===== src/rtl/imm_pkg.sv =====
// Shared types and helpers for the immediate split path.
package imm_pkg;

  localparam int unsigned IMM_W      = 12;
  localparam int unsigned WORD_W     = 32;
  localparam int unsigned MAX_CHUNKS = (WORD_W + IMM_W - 1) / IMM_W;

  typedef logic [IMM_W-1:0] imm12_t;

  typedef enum logic [0:0] {
    IDLE,
    EMIT
  } split_state_t;

  // Minimal number of chunks (1..3) that rebuild value after sign/zero extension.
  function automatic logic [1:0] imm_chunk_count(input logic [WORD_W-1:0] value,
                                                 input logic              signed_mode);
    logic [1:0] n;
    if (signed_mode) begin
      if ((value[31:11] == '0) || (value[31:11] == '1)) begin
        n = 2'd1;
      end else if ((value[31:23] == '0) || (value[31:23] == '1)) begin
        n = 2'd2;
      end else begin
        n = 2'(MAX_CHUNKS);
      end
    end else begin
      if (value[31:12] == '0) begin
        n = 2'd1;
      end else if (value[31:24] == '0) begin
        n = 2'd2;
      end else begin
        n = 2'(MAX_CHUNKS);
      end
    end
    return n;
  endfunction

endpackage


===== src/rtl/imm_fit_check.sv =====
// Combinational chunk-count computation for an incoming value.
module imm_fit_check
  import imm_pkg::*;
(
  input  logic [WORD_W-1:0] value,
  input  logic              signed_mode,
  output logic [1:0]        count,
  output logic              fits
);

  // Count comes straight from the shared helper so the model and RTL agree by construction.
  always_comb begin
    count = imm_chunk_count(value, signed_mode);
    fits  = (count == 2'd1);
  end

endmodule


===== src/rtl/imm_split_unit.sv =====
// Splits a 32-bit constant into the minimal stream of 12-bit immediate chunks.
// Optional macro IMM_SPLIT_STATS_EN adds stat_fit/stat_split acceptance counters.
module imm_split_unit
  import imm_pkg::*;
#(
  parameter int unsigned DATA_W  = 32,
  parameter int unsigned CHUNK_W = 12
) (
  input  logic               clk,
  input  logic               reset,
  input  logic               in_valid,
  output logic               in_ready,
  input  logic [DATA_W-1:0]  in_value,
  input  logic               in_signed,
  output logic               out_valid,
  input  logic               out_ready,
  output logic [CHUNK_W-1:0] out_imm12,
  output logic [1:0]         out_idx,
  output logic               out_last,
`ifdef IMM_SPLIT_STATS_EN
  output logic [15:0]        stat_fit,
  output logic [15:0]        stat_split,
`endif
  output logic               out_fits
);

  split_state_t       state_q, state_d;
  logic [DATA_W-1:0]  value_q, value_d;
  logic               signed_q, signed_d;
  logic [1:0]         n_q, n_d;
  logic [1:0]         idx_q, idx_d;
  logic [1:0]         in_count;
  logic               in_fits;
  logic               emit;
  logic               last;
  logic               accept;
  logic [CHUNK_W-1:0] chunk;

  imm_fit_check u_fit_check (
    .value       (in_value),
    .signed_mode (in_signed),
    .count       (in_count),
    .fits        (in_fits)
  );

  // Handshake decode; in_ready reopens on the final chunk so N=1 values stream at full rate.
  always_comb begin
    emit     = (state_q == EMIT);
    last     = emit && (idx_q == 2'(n_q - 2'd1));
    in_ready = !reset && (!emit || (out_ready && last));
    accept   = in_valid && in_ready;
  end

  // Select the current chunk from registered state only.
  always_comb begin
    chunk = '0;
    unique case (idx_q)
      2'd0:    chunk = value_q[11:0];
      2'd1:    chunk = value_q[23:12];
      default: chunk = {{4{signed_q & value_q[31]}}, value_q[31:24]};
    endcase
  end

  // Outputs are forced to zero outside EMIT so idle/reset values are clean.
  always_comb begin
    out_valid = emit;
    out_imm12 = emit ? chunk : '0;
    out_idx   = emit ? idx_q : 2'd0;
    out_last  = last;
    out_fits  = emit && (n_q == 2'd1);
  end

  // Next-state: a new load takes priority, which also covers the chained final handshake.
  always_comb begin
    state_d  = state_q;
    value_d  = value_q;
    signed_d = signed_q;
    n_d      = n_q;
    idx_d    = idx_q;
    if (accept) begin
      state_d  = EMIT;
      value_d  = in_value;
      signed_d = in_signed;
      n_d      = in_count;
      idx_d    = 2'd0;
    end else if (emit && out_ready) begin
      if (last) begin
        state_d = IDLE;
        idx_d   = 2'd0;
      end else begin
        idx_d = idx_q + 2'd1;
      end
    end
  end

  // State registers with synchronous reset.
  always_ff @(posedge clk) begin
    if (reset) begin
      state_q  <= IDLE;
      value_q  <= '0;
      signed_q <= 1'b0;
      n_q      <= 2'd1;
      idx_q    <= 2'd0;
    end else begin
      state_q  <= state_d;
      value_q  <= value_d;
      signed_q <= signed_d;
      n_q      <= n_d;
      idx_q    <= idx_d;
    end
  end

`ifdef IMM_SPLIT_STATS_EN
  logic [15:0] stat_fit_q, stat_split_q;

  // Saturating acceptance counters, split by whether the value fit one chunk.
  always_ff @(posedge clk) begin
    if (reset) begin
      stat_fit_q   <= '0;
      stat_split_q <= '0;
    end else if (accept) begin
      if (in_fits) begin
        if (stat_fit_q != 16'hFFFF) stat_fit_q <= stat_fit_q + 16'd1;
      end else begin
        if (stat_split_q != 16'hFFFF) stat_split_q <= stat_split_q + 16'd1;
      end
    end
  end

  assign stat_fit   = stat_fit_q;
  assign stat_split = stat_split_q;
`endif

endmodule


===== config.mk =====
export PLATFORM = sky130hd
export DESIGN_NAME = imm_split_unit
export DESIGN_NICKNAME = d
export VERILOG_FILES = /design/src/rtl/imm_pkg.sv /design/src/rtl/imm_fit_check.sv /design/src/rtl/imm_split_unit.sv
export SDC_FILE = /design/constraint.sdc
export NUM_CORES = 1
export LEC_CHECK = 0
export CORE_MARGIN = 2
export CORE_UTILIZATION = 50
export CTS_CLUSTER_DIAMETER = 150
export DETAILED_ROUTE_END_ITERATION = 12
export PLACE_DENSITY_LB_ADDON = 0.3
export SLEW_MARGIN = 20
export SYNTH_ARGS = -nofsm -noshare
export SYNTH_HDL_FRONTEND = slang
export SYNTH_SLANG_ARGS = --single-unit

===== constraint.sdc =====
create_clock -name clk -period 4.2 [get_ports clk]
set_input_delay 0.84 -clock clk [delete_from_list [all_inputs] [get_ports clk]]
set_output_delay 0.84 -clock clk [all_outputs]
set_load 0.02 [all_outputs]

==> results.md, run 1 <==
* CTS Buffer Depth at 2
* Clock Skew at ~0.0029 ns
* HP Class: flip-flop to flip-flop
* Util after Layout at ~70%
* Placement-stage cell area at 2400 um2
* PwrDens at around 330 nW/um2
* Dominant cell type by area after synthesis: dfxtp_1
* Cell Chain, Critical Path: inv_1, ha_1, nor2_1, nand2_1, a21oi_1, clkdlybuf4s50_1
* Post-Synthesis Cells at 238
* DRC violation count after routing at 0
* CTS root buf: clkbuf_8
* Run status: completed
* # rows at 22
* Synth top area share at between 40% and 50%
* CP Class: flip-flop to primary output
* CTS Buf Count at 5
* Peak supply drop at approximately 0.24 mV
* Fillers at 302
* CTS tree: yes
* Dpl hpwl at 3380 um
* Post-cts sizing count at 0
* CP Launch Type: flip-flop
* Commonest non-fill, non-tap cell in the layout: clkdlybuf4s50_1
* H-tree level count at 2
* Finished layout cell area at 2490 um2
* Mapped cell area at ~1800 um2
* Ports at 55
* Multi-input logic area at 1000 um2
* Crit-path slowest cell: nor2_1
* Layout Nets at roughly 330
* Count of final hold-check violations at 0
* Minimum clock period at 3.63 ns
* Avg WL per Cell at 14.2 um
* Clock transition at the registers of the reported paths at 0.07 ns
* Maximum capacitance violations at 0
* TritonCTS Sinks at 38
* Die ar. at 4180 um2
* Seq/Total Area, Yosys at 41.3%
* Ant diodes at 0
* Register area at around 760 um2
* Via density at 5.37
* LEAKAGE at 0.840 nW
* Placer congestion estimate at 0.804
* First-pass GRT wire length at 7680 um
* Total length of routed wires at ~4800 um
* CTS hold repair buffers at 0
* Initial DRC count at 95
* Slew @ Worst Pin at 0.836 ns
* Clk_lat worst skew at 0.30 ns
* R2R cell count at 7
* Worst path arrival time at 2.79 ns
* Syn Nets at 278
* Area grow syn2layout at 35.5%
* Cell family with most CP delay: simple AND/OR/NAND/NOR gates
* Synthesized area per cell at 7.73 um2
* Detailed-route via count at 1811
* Levels on crit path at 6
* Overall die height at 64.7 um
* First-pass DRT Iterations at 5
* Setup TNS at 0 ns
* Core area at 3610 um2
* Synth Warn # at 0
* Grt total ovfl at 0
* Critical Path RT at between 3 and 4 ns
* Yosys cell types at 30
* Initial antenna violation count at 0
* Vias in the first global route at 1660
* WP buf/inv at 2
* Unrepaired setup endpoints after global routing: no
* Period utilization at 86.5%
* Critical Path Max Stage Delay at ~0.64 ns
* Gr usage total at ~24%
* Die width at 64.7 um
* Port bufs at 54
* Starting Density at a little over 50%
* Routed Antenna Nets at 0
* Pin count of the biggest net entering global routing at 41
* Synthesized flop and latch total at 38
* Setup Buffers After CTS at 0
* Max-slew headroom at roughly 44%
* Most frequent cells in the layout: 54 x clkdlybuf4s50_1, 48 x nand2_1, 38 x dfxtp_1, 34 x nand2b_1, 33 x o21ai_0
* Share of layout cells above drive strength 1 at under 10%
* Crit end category: primary output
* Hold Crit Depth at 2
* Top cells by area, synth: dfxtp_1 41%, nand2b_1 12%, nand2_1 9.8%, o21ai_0 9.0%, a22oi_1 4.9%
* Slew Viols, Final at 0
* F_max at around 280 MHz
* Largest fanout on the critical path at 14
* Final Setup Violations at 0
## registers in the layout, indices dropped and copies added, names as in the netlist
register	count
n_q	2
idx_q	2
signed_q	1
value_q	32
out_valid	1
## stage by stage
stage / std cells / hold slack [ns] / power [W] / setup slack (ns)
after global routing: 337 / 0.494 / 0.000853 / 0.462
after floorplan: 238 / 0.449 / 0.000488 / 1.88
final: 337 / 0.476 / 0.000816 / 0.567
after CTS: 337 / 0.478 / 0.000816 / 0.599
after global placement: 329 / 0.460 / 0.000562 / 0.989
after detailed placement: 329 / 0.463 / 0.000567 / 0.945
## worst paths after layout
check / start / endpoint / slack, ns
setup reg to reg: n_q[1] / value_q[23] / 1.74
setup / recovery: idx_q[0] / out_imm12[5] / 0.57
hold reg to reg: signed_q / signed_q / 0.48
hold / removal: signed_q / signed_q / 0.48
## cell type report
cell class / instances / share of cell area (%)
well taps: 48 / 2.41
inverters: 4 / 0.602
clock inverters: 1 / 0.201
flip-flops and latches: 38 / 30.5
clock buffers: 7 / 3.46
multi-input cells: 182 / 40.2
repair buffers: 57 / 22.6
## cell usage after synthesis
cell type  count
nand2b_1      34
nor4_1         4
o21ai_1        1
a31oi_1        2
nand3_1        4
and3_1         1
buf_2          5
or2_2          1
and2_1         1
nand2_1       48
dfxtp_1       38
xnor2_1        1
o32ai_1        1
ha_1           3
clkbuf_2       2
a2bb2oi_1      1
nor3b_4        1
nand4_1        4
a22oi_1       12
nor3_1         5
clkbuf_1       7
inv_1          4
o21a_1         1
o21ai_0       33
xor2_1         1
o41ai_2        1
nor2_1         6
a21oi_1       13
a31o_1         1
or3_1          2
## per-layer routing
layer  GRT usage, %  routed length (um)  vias up
met2           40.4                2300       57
met4           10.6                 118        0
li1               -                   -      922
met1           29.2                2060      820
met5              0                   0        -
met3           7.12                 301       12
## worst reg2reg max path: cells and delay by family, from the launching register on
family | cells | cell delay [ns]
flops | 1 | 0.32
xor+xnor | 1 | 0.21
simple gates | 1 | 0.73
fa+ha+maj | 1 | 0.30
buf+inv | 2 | 0.44
compound gates | 2 | 0.34
## cell families after synthesis
kind of cell / share of synthesized area, %
buf+inv: 4.15
compound gates: 21.1
xor+xnor: 0.952
flops: 41.3
simple gates: 30.5
fa+ha+maj: 2.04
## power by group
| group | internal (W) | total [W] | switching [W] |
|---|---|---|---|
| logic | 0.0000785 | 0.000156 | 0.0000775 |
| registers | 0.000388 | 0.000405 | 0.0000169 |
| clock network | 0.000132 | 0.000255 | 0.000123 |
(Power assumes the default switching activity.)
==> run 2, diff against run 1 <==
GPL_ROUTABILITY_DRIVEN = 0   (was default)
==> results of run 2 <==
The final DEF is identical to that of run 1; final timing and power are the same.
